## config.mk

```make
export PLATFORM = sky130hd
export DESIGN_NAME = alu_op_sequencer_flat
export DESIGN_NICKNAME = d
export VERILOG_FILES = /design/src/rtl/alu_op_sequencer_if.sv /design/src/rtl/alu_op_sequencer.sv /design/src/flat_wrapper.sv
export SDC_FILE = /design/constraint.sdc
export NUM_CORES = 1
export LEC_CHECK = 0
export CORE_MARGIN = 1
export CORE_UTILIZATION = 46
export CTS_CLUSTER_DIAMETER = 120
export DETAILED_ROUTE_END_ITERATION = 8
export PLACE_DENSITY = 0.83
export SLEW_MARGIN = 20
export SYNTH_ARGS = -nofsm -noshare
export SYNTH_HDL_FRONTEND = slang
export SYNTH_SLANG_ARGS = --single-unit
```

## constraint.sdc

```tcl
create_clock -name clk -period 5 [get_ports clk]
set_input_delay 1 -clock clk [delete_from_list [all_inputs] [get_ports clk]]
set_output_delay 1 -clock clk [all_outputs]
set_load 0.03 [all_outputs]
```

## src/rtl/alu_op_sequencer_if.sv

```systemverilog
// Command and response channels of alu_op_sequencer, each a valid/ready handshake.
// master = command producer / response consumer, slave = the sequencer.
interface alu_op_sequencer_if #(
    parameter int WIDTH = 4,
    parameter int OPW   = 3
);
    logic             cmd_valid;
    logic             cmd_ready;
    logic [OPW-1:0]   cmd_op;
    logic [1:0]       cmd_sa;
    logic [1:0]       cmd_sb;
    logic [1:0]       cmd_dst;
    logic             cmd_sweep;

    logic             rsp_valid;
    logic             rsp_ready;
    logic [WIDTH-1:0] rsp_result;
    logic             rsp_cout;
    logic [OPW-1:0]   rsp_op;

    modport master (
        output cmd_valid, cmd_op, cmd_sa, cmd_sb, cmd_dst, cmd_sweep, rsp_ready,
        input  cmd_ready, rsp_valid, rsp_result, rsp_cout, rsp_op
    );

    modport slave (
        input  cmd_valid, cmd_op, cmd_sa, cmd_sb, cmd_dst, cmd_sweep, rsp_ready,
        output cmd_ready, rsp_valid, rsp_result, rsp_cout, rsp_op
    );
endinterface

```

## src/rtl/alu_op_sequencer.sv

```systemverilog
// Issues register-file operands to an external combinational ALU and returns captured results.
// Latency: rsp_valid rises SETTLE cycles after command accept (and after each sweep transfer).
// Backpressure: one command in flight; cmd_ready low until the last response transfers.
module alu_op_sequencer #(
    parameter int WIDTH  = 4,
    parameter int OPW    = 3,
    parameter int SETTLE = 1
) (
    input  logic             clk,
    input  logic             rst,
    alu_op_sequencer_if.slave bus,
    input  logic             ld_en,
    input  logic [1:0]       ld_addr,
    input  logic [WIDTH-1:0] ld_data,
    input  logic [1:0]       rd_addr,
    output logic [WIDTH-1:0] rd_data,
    output logic [WIDTH-1:0] alu_a,
    output logic [WIDTH-1:0] alu_b,
    output logic [OPW-1:0]   alu_op,
    input  logic [WIDTH-1:0] alu_result,
    input  logic             alu_cout,
    output logic             busy
);
    typedef enum logic [1:0] {IDLE, ISSUE, RESP} state_t;

    localparam logic [3:0]     RELOAD = 4'(SETTLE - 1);
    localparam logic [OPW-1:0] OP_MAX = {OPW{1'b1}};

    state_t           state;
    logic [WIDTH-1:0] rf [4];
    logic [3:0]       cnt;
    logic             sweep_q;
    logic [1:0]       dst_q;

    assign bus.cmd_ready = (state == IDLE) && !rst;
    assign busy          = (state != IDLE);
    assign rd_data       = rf[rd_addr];

    always_ff @(posedge clk) begin
        if (rst) begin
            state          <= IDLE;
            for (int i = 0; i < 4; i++) rf[i] <= '0;
            cnt            <= '0;
            sweep_q        <= 1'b0;
            dst_q          <= '0;
            alu_a          <= '0;
            alu_b          <= '0;
            alu_op         <= '0;
            bus.rsp_valid  <= 1'b0;
            bus.rsp_result <= '0;
            bus.rsp_cout   <= 1'b0;
            bus.rsp_op     <= '0;
        end else begin
            if (ld_en) rf[ld_addr] <= ld_data;
            case (state)
                IDLE: begin
                    if (bus.cmd_valid) begin
                        // Operand snapshot reads rf before any same-edge ld_en write lands.
                        alu_a   <= rf[bus.cmd_sa];
                        alu_b   <= rf[bus.cmd_sb];
                        alu_op  <= bus.cmd_sweep ? '0 : bus.cmd_op;
                        sweep_q <= bus.cmd_sweep;
                        dst_q   <= bus.cmd_dst;
                        cnt     <= RELOAD;
                        state   <= ISSUE;
                    end
                end
                ISSUE: begin
                    if (cnt == 4'd0) begin
                        bus.rsp_result <= alu_result;
                        bus.rsp_cout   <= alu_cout;
                        bus.rsp_op     <= alu_op;
                        bus.rsp_valid  <= 1'b1;
                        // Placed after the ld_en write so the capture wins a same-register collision.
                        if (!sweep_q) rf[dst_q] <= alu_result;
                        state <= RESP;
                    end else begin
                        cnt <= cnt - 4'd1;
                    end
                end
                RESP: begin
                    if (bus.rsp_ready) begin
                        bus.rsp_valid <= 1'b0;
                        if (sweep_q && alu_op != OP_MAX) begin
                            alu_op <= alu_op + 1'b1;
                            cnt    <= RELOAD;
                            state  <= ISSUE;
                        end else begin
                            state <= IDLE;
                        end
                    end
                end
                default: state <= IDLE;
            endcase
        end
    end
endmodule

```

## src/flat_wrapper.sv

```systemverilog
// flat-port wrapper written by rule: the top's interface ports become plain ports
module alu_op_sequencer_flat 
#(
    parameter int WIDTH  = 4,
    parameter int OPW    = 3,
    parameter int SETTLE = 1
)
  (clk, rst, ld_en, ld_addr, ld_data, rd_addr, rd_data, alu_a, alu_b, alu_op, alu_result, alu_cout, busy, bus_cmd_valid, bus_cmd_op, bus_cmd_sa, bus_cmd_sb, bus_cmd_dst, bus_cmd_sweep, bus_rsp_ready, bus_cmd_ready, bus_rsp_valid, bus_rsp_result, bus_rsp_cout, bus_rsp_op);
  alu_op_sequencer_if #(.WIDTH(WIDTH), .OPW(OPW)) bus_i ();
  input  logic clk;
  input  logic rst;
  input  logic ld_en;
  input  logic [1:0] ld_addr;
  input  logic [WIDTH-1:0] ld_data;
  input  logic [1:0] rd_addr;
  output logic [WIDTH-1:0] rd_data;
  output logic [WIDTH-1:0] alu_a;
  output logic [WIDTH-1:0] alu_b;
  output logic [OPW-1:0] alu_op;
  input  logic [WIDTH-1:0] alu_result;
  input  logic alu_cout;
  output logic busy;
  input wire logic [$bits(bus_i.cmd_valid)-1:0] bus_cmd_valid;
  input wire logic [$bits(bus_i.cmd_op)-1:0] bus_cmd_op;
  input wire logic [$bits(bus_i.cmd_sa)-1:0] bus_cmd_sa;
  input wire logic [$bits(bus_i.cmd_sb)-1:0] bus_cmd_sb;
  input wire logic [$bits(bus_i.cmd_dst)-1:0] bus_cmd_dst;
  input wire logic [$bits(bus_i.cmd_sweep)-1:0] bus_cmd_sweep;
  input wire logic [$bits(bus_i.rsp_ready)-1:0] bus_rsp_ready;
  output wire logic [$bits(bus_i.cmd_ready)-1:0] bus_cmd_ready;
  output wire logic [$bits(bus_i.rsp_valid)-1:0] bus_rsp_valid;
  output wire logic [$bits(bus_i.rsp_result)-1:0] bus_rsp_result;
  output wire logic [$bits(bus_i.rsp_cout)-1:0] bus_rsp_cout;
  output wire logic [$bits(bus_i.rsp_op)-1:0] bus_rsp_op;
  assign bus_i.cmd_valid = bus_cmd_valid;
  assign bus_i.cmd_op = bus_cmd_op;
  assign bus_i.cmd_sa = bus_cmd_sa;
  assign bus_i.cmd_sb = bus_cmd_sb;
  assign bus_i.cmd_dst = bus_cmd_dst;
  assign bus_i.cmd_sweep = bus_cmd_sweep;
  assign bus_i.rsp_ready = bus_rsp_ready;
  assign bus_cmd_ready = bus_i.cmd_ready;
  assign bus_rsp_valid = bus_i.rsp_valid;
  assign bus_rsp_result = bus_i.rsp_result;
  assign bus_rsp_cout = bus_i.rsp_cout;
  assign bus_rsp_op = bus_i.rsp_op;
  alu_op_sequencer #(.WIDTH(WIDTH), .OPW(OPW), .SETTLE(SETTLE)) u_core (.clk(clk), .rst(rst), .bus(bus_i), .ld_en(ld_en), .ld_addr(ld_addr), .ld_data(ld_data), .rd_addr(rd_addr), .rd_data(rd_data), .alu_a(alu_a), .alu_b(alu_b), .alu_op(alu_op), .alu_result(alu_result), .alu_cout(alu_cout), .busy(busy));
endmodule
```

==> results.md, run 1 <==
- Dpl cell area: about 3000 um2
- Routed wire length: 5580 um
- Max stage delay cell, worst path: clkdlybuf4s50_1
- Post-Syn Area: 2410 um2
- HP Class: register to register
- Post-Synth Adder-Cell Area: 1.56%
- Flops & latches, synth: 45
- Number of synthesized flops with an enable pin: 16
- Vias in the first global route: 1789
- Maxcap violations: 0
- Core area: 4880 um2
- Slew @ Worst Pin: 0.582 ns
- Hold buffer count at cts: 0
- Total GRT Usage: 21.4%
- CTS tree: yes
- DRT Pass-1 Iters: 4
- Fillers: 424
- Leak: 1.12 nW
- CP Launch Type: input port
- Worst R2R Setup Slack: 2.42 ns
- Power Dens Cells: 285 nW/um2
- Post-DP HPWL: 4130 um
- Ys async rst share: 0%
- XOR/XNOR share of the synthesized area: 0%
- Io pins: 54
- Port-buffer cells: 53
- Register area: roughly 1100 um2
- Die Y: 74.3 um
- Layout cells sized above 1: 9.70%
- Finished Core Util: 63.2%
- Post-CTS resize count: 0
- Mux cell area share after synthesis: 16.8%
- Final setup vio count: 0
- CP max FO: 4
- Root buffer cell: clkbuf_8
- Avg WL per Cell: 15.3 um
- Fmax: ~0.26 GHz
- YS warnings: 0
- Post-Syn Instances: 250
- CP endpoint kind: output pin
- Num CTS Buffers: 5
- Routed Antenna Nets: 0
- Synthesized area per cell: 9.62 um2
- Worst path bufs/invs: 2
- Synth top area share: 24.1%
- Hold Path End: u_core.bus.rsp_op[1]$_SDFFE_PP0P_
- Fin Setup TNS: 0 ns
- Arrival time worst endpoint: 2.80 ns
- Final Net Count: approximately 330
- Pin count of the biggest net entering global routing: 46
- Max VDD drop: 124 uV
- Unrepaired setup endpoints after global routing: no
- Hold path start: u_core.bus.rsp_op[1]$_SDFFE_PP0P_
- Synthesized Nets: approximately 280
- Clk_lat worst skew: 0.30 ns
- FF-to-FF path depth: 6
- FF-to-FF Start: u_core.cnt[0]$_SDFFE_PP0P_
- Synthesis-to-finish area growth: 28.1%
- GRT Residual Overflow: 0
- Initial core utilization: 49.3%
- Die Width: 74.3 um
- DRC violations left: 0
- Via count: between 2000 and 2500
- Synth Area in Simple Gates: roughly a quarter
- CP required: approximately 4 ns
- GP Congestion: roughly 0.86
- Ys flop type: dfxtp_1
- Critical Path, Cell by Cell: clkdlybuf4s50_1 -> mux4_2 -> clkdlybuf4s50_1
- Clk_skew: 0.00626 ns
- Crit-path most repeated cell: clkdlybuf4s50_1
- Setup bufs post-CTS: 0
- Die area: around 5500 um2
- Routed vias/inst: 5.62
- Crit-path leading delay family: buffers and inverters
- Fin. Hold Viols: 0
- Yosys top cell by area: dfxtp_1
- Hold Crit Depth: 2
- Seq/Total Area, Yosys: 44.1%
- Post-route design area: between 3000 and 4000 um2
- H-Tree Depth: 2
- Synth top area cells: dfxtp_1 (24%), edfxtp_1 (20%), mux4_2 (11%)
- Compound-gate portion of the synthesized area: 9.62%
- Initial antenna violation count: 0
- Clk sinks: 45
- Initial DRC count: 140
- Largest family of logic cells by synthesized area: simple AND/OR/NAND/NOR gates
- Reg2Reg Capture Point: u_core.rf[0][2]$_DFFE_PP_
- WS Path Type: input port to output pin
- CTS Buffer Depth: 2
- Area of the multi-input gates: roughly 1300 um2
- Clock transition at path regs: ~0.09 ns
- Outcome: complete, no violations
- Site Rows: 25
- Tmin final: 3.80 ns
- Synth cell types: 38
- Fin crit share: 76.0%
- Slew Limit Fails: 0
- Relative slew slack: 61.2%
- First-pass GRT wire length: 8630 um
- Crit-path max cell delay: 0.64 ns
- Ant. Diodes: 0
cell usage after synthesis, drive strengths merged, types with 4 or more instances:
cell type	n
a21oi	28
buf	5
clkbuf	8
dfxtp	29
edfxtp	16
inv	6
mux2i	10
mux4	12
nand2	57
nand2b	8
nand3	5
nor2	13
nor2b	4
nor3	5
nor3b	4
o21ai	6
or3	4
where the power goes:
| group | switching [mW] | internal (mW) | leakage [nW] | total, mW |
|---|---|---|---|---|
| logic | 0.103 | 0.0910 | 0.657 | 0.194 |
| clock network | 0.129 | 0.129 | 0.0525 | 0.258 |
| registers | 0.0213 | 0.404 | 0.405 | 0.425 |
worst reg2reg max path, cell delays in order (launching register included):
cell and delay (ns):
dfxtp_1 0.35, inv_1 0.08, ha_1 0.22, nor3b_4 0.30, nand3_1 0.42, or4_1 0.68
nand2_1 0.23
stage by stage:
| stage | hold slack, ns | setup WS [ns] | total power [mW] | std cells |
|---|---|---|---|---|
| finish | 0.456 | 1.20 | 0.878 | 366 |
| global route | 0.478 | 1.13 | 0.911 | 366 |
| CTS | 0.459 | 1.18 | 0.882 | 366 |
| detailed placement | 0.446 | 1.19 | 0.626 | 358 |
| global placement | 0.441 | 1.22 | 0.620 | 358 |
| floorplan | 0.469 | 2.00 | 0.547 | 250 |
worst max-delay path by stage:
stage	from	end	slack (ns)	cells after the start
floorplan	rst	bus_cmd_ready	2.00	4
global placement	rd_addr[0]	rd_data[3]	1.22	3
detailed placement	rd_addr[0]	rd_data[3]	1.19	3
CTS	rd_addr[0]	rd_data[0]	1.18	3
global route	rd_addr[0]	rd_data[0]	1.13	3
finish	rd_addr[0]	rd_data[0]	1.20	3
area by class of cell:
class,instances,area share [%]
sequential,45,34.4
clock inverter,2,0.528
clock buffer,6,3.04
multi-input combinational,186,41.1
timing repair buffer,54,17.5
tap,67,2.72
inverter,6,0.731
state kept, by name, indices dropped and copies added, names as in the netlist:
| name | count |
|---|---|
| u_core.rf | 16 |
| u_core.alu_a | 4 |
| u_core.alu_b | 4 |
| u_core.bus.rsp_result | 4 |
| u_core.cnt | 4 |
| u_core.alu_op | 3 |
| u_core.bus.rsp_op | 3 |
| u_core.dst_q | 2 |
| u_core.state | 2 |
| u_core.bus.rsp_cout | 1 |
| u_core.bus.rsp_valid | 1 |
| u_core.sweep_q | 1 |
per-layer routing:
| metal | routed length [um] | vias to the layer above | part of all wire [%] | GRT usage, % |
|---|---|---|---|---|
| met2 | 2850 | 85 | 51 | 37.4 |
| met3 | 390 | 9 | 7.0 | 3.52 |
| li1 | - | 993 | - | - |
| met4 | 86 | 0 | 1.5 | 8.60 |
| met1 | 2250 | 971 | 40 | 26.5 |
| met5 | 0 | - | 0 | 0 |
cells in the final DEF, fill, tap and decap left out, types with 6 or more instances in the layout:
master / instances
a21oi_1: 28
clkdlybuf4s50_1: 53
nor2_1: 12
nand2b_1: 8
dfxtp_1: 29
inv_1: 6
mux4_2: 12
mux2i_1: 10
nand2_1: 57
edfxtp_1: 16
cell families (layout without fill, tap and decap cells):
| logic type | after synthesis | count (layout) |
|---|---|---|
| fa+ha+maj | 3 | 3 |
| mux | 25 | 25 |
| compound gates | 42 | 42 |
| flops | 45 | 45 |
| buf+inv | 19 | 68 |
| simple gates | 116 | 116 |
(Power assumes the default switching activity.)
==> run 2, diff against run 1 <==
- clock period: 5 -> 3.9 ns (I/O delays scaled with it)
==> run 2 against run 1 <==
Worst setup slack got worse by 0.64 ns. Utilization increased by 0.49 points. Critical endpoint unchanged. Critical path type unchanged. Critical path depth unchanged. Via count decreased by 1.7%.
==> results.md, run 2 (synthesized netlist as in run 1, its figures left out) <==
- Critical Path, Cell by Cell: clkdlybuf4s50_1 -> mux4_2 -> clkdlybuf4s50_1
- Routed vias/inst: around 5.5
- Switching fraction of total power: between 20% and 30%
- Die Width: 74.3 um
- Max stage delay cell, worst path: clkdlybuf4s50_1
- Clk_lat worst skew: approximately 0.30 ns
- GRT Residual Overflow: 0
- Internal power: 889 uW
- Top reg by flops: u_core.rf
- Site Rows: 25
- H-Tree Depth: 2
- Post-CTS resize count: 0
- Die area: 5520 um2
- Core area: 4880 um2
- Crit-path most repeated cell: clkdlybuf4s50_1
- Post-DP HPWL: 4270 um
- CTS tree: yes
- Crit-path max cell delay: around 0.63 ns
- Clk_skew: 0.00922 ns
- Dpl cells: ~360
- CP Launch Type: input port
- Vias in the first global route: 1886
- Setup ws final: 0.556 ns
- Clock share of power: 34.5%
- Fmax: 0.299 GHz
- Initial antenna violation count: 0
- Initial core utilization: around 50%
- CP required: 3.12 ns
- Hold buffer count at cts: 0
- GP Congestion: 0.832
- Final Net Count: 329
- Num CTS Buffers: 5
- Die Y: around 74 um
- Total Power: 1.21 mW
- Switching power total: 324 uW
- Most common cell after layout, fill and taps aside: nand2_1
- Relative slew slack: 58.8%
- Avg WL per Cell: 15.5 um
- Root buffer cell: clkbuf_8
- Logic pwr share: 20.6%
- HP Class: register to register
- Outcome: complete, no violations
- Synthesis-to-finish area growth: 29.1%
- Ant. Diodes: 0
- Arrival time worst endpoint: 2.56 ns
- Commonest cells after routing, fill and taps aside: nand2_1 (57), clkdlybuf4s50_1 (53), dfxtp_1 (29)
- Hold Crit Depth: 2
- Fin Setup TNS: 0 ns
- Place WS: 0.542 ns
- Fin crit share: 85.7%
- Maxcap violations: 0
- Reg power frac: between 40% and 50%
- Unrepaired setup endpoints after global routing: no
- CP max FO: 4
- Crit-path leading delay family: buffers and inverters
- Power Dens Cells: 390 nW/um2
- Post-route insts no fill: approximately 370
- Via count: 2022
- DRT Pass-1 Iters: 4
- Worst path bufs/invs: 2
- Hold slack: 0.458 ns
- Fillers: 443
- WS Path Type: input port to output pin
- CP endpoint kind: output pin
- Total GRT Usage: 22.4%
- Slew Limit Fails: 0
- Leak: 1.13 nW
- Finished Core Util: 63.7%
- Tmin final: 3.34 ns
- Clk sinks: 45
- Routed Antenna Nets: 0
- Routed wire length: around 5700 um
- First-pass GRT wire length: 8960 um
- Port-buffer cells: 53
- Max VDD drop: between 150 and 200 uV
- Final setup vio count: 0
- DRC violations left: 0
- Setup bufs post-CTS: 0
- Fin. Hold Viols: 0
- CTS Buffer Depth: 2
- FF-to-FF path depth: 6
- Number of flip-flops in the largest register: 16
- Layout cells sized above 1: 9.70%
- Initial DRC count: roughly 120
- Clock transition at path regs: around 0.080 ns
- Post-route design area: 3110 um2
- Slew @ Worst Pin: just over 0.6 ns
- Worst path depth: 3
- Dpl cell area: 2970 um2
- Io pins: 54
- Pin count of the biggest net entering global routing: 46
==> run 2: power groups by stage <==
stage / Sequential, mW / Combinational (mW) / Clock, mW
6_report: 0.545 / 0.249 / 0.418
5_1_grt: 0.550 / 0.270 / 0.439
4_1_cts: 0.544 / 0.250 / 0.421
3_5_place_dp: 0.555 / 0.249 / 0
3_3_place_gp: 0.552 / 0.243 / 0
2_1_floorplan: 0.571 / 0.130 / 0
==> run 2: worst paths after layout <==
| kind | slack (ns) | to | from |
|---|---|---|---|
| max | 0.56 | rd_data[0] | rd_addr[0] |
| min | 0.46 | u_core.alu_b[2]$_SDFFE_PP0P_ | u_core.alu_b[2]$_SDFFE_PP0P_ |
| max reg2reg | 1.32 | u_core.rf[0][2]$_DFFE_PP_ | u_core.cnt[0]$_SDFFE_PP0P_ |
| min reg2reg | 0.46 | u_core.alu_b[2]$_SDFFE_PP0P_ | u_core.alu_b[2]$_SDFFE_PP0P_ |
==> run 2: cell type report <==
class	count	area (um2)	area share [%]
repair buffers	54	538	17.3
clock buffers	5	68.8	2.22
inverters	6	22.5	0.725
clock inverters	3	65.1	2.09
multi-input cells	186	1270	40.8
flip-flops and latches	45	1060	34.2
well taps	67	83.8	2.70
==> run 2: worst min-delay path: stages, from the launching register on <==
cell and delay [ns]:
dfxtp_1 0.32, nand2_1 0.05, a21oi_1 0.05
==> run 2: metal layers <==
| metal | vias to the layer above | routed length, um | share of wire, % | global-route usage (%) |
|---|---|---|---|---|
| met5 | - | 0 | 0 | 0 |
| met2 | 76 | 2820 | 50 | 36.8 |
| met1 | 944 | 2400 | 42 | 29.2 |
| li1 | 998 | - | - | - |
| met3 | 4 | 368 | 6.5 | 4.07 |
| met4 | 0 | 72 | 1.3 | 9.85 |
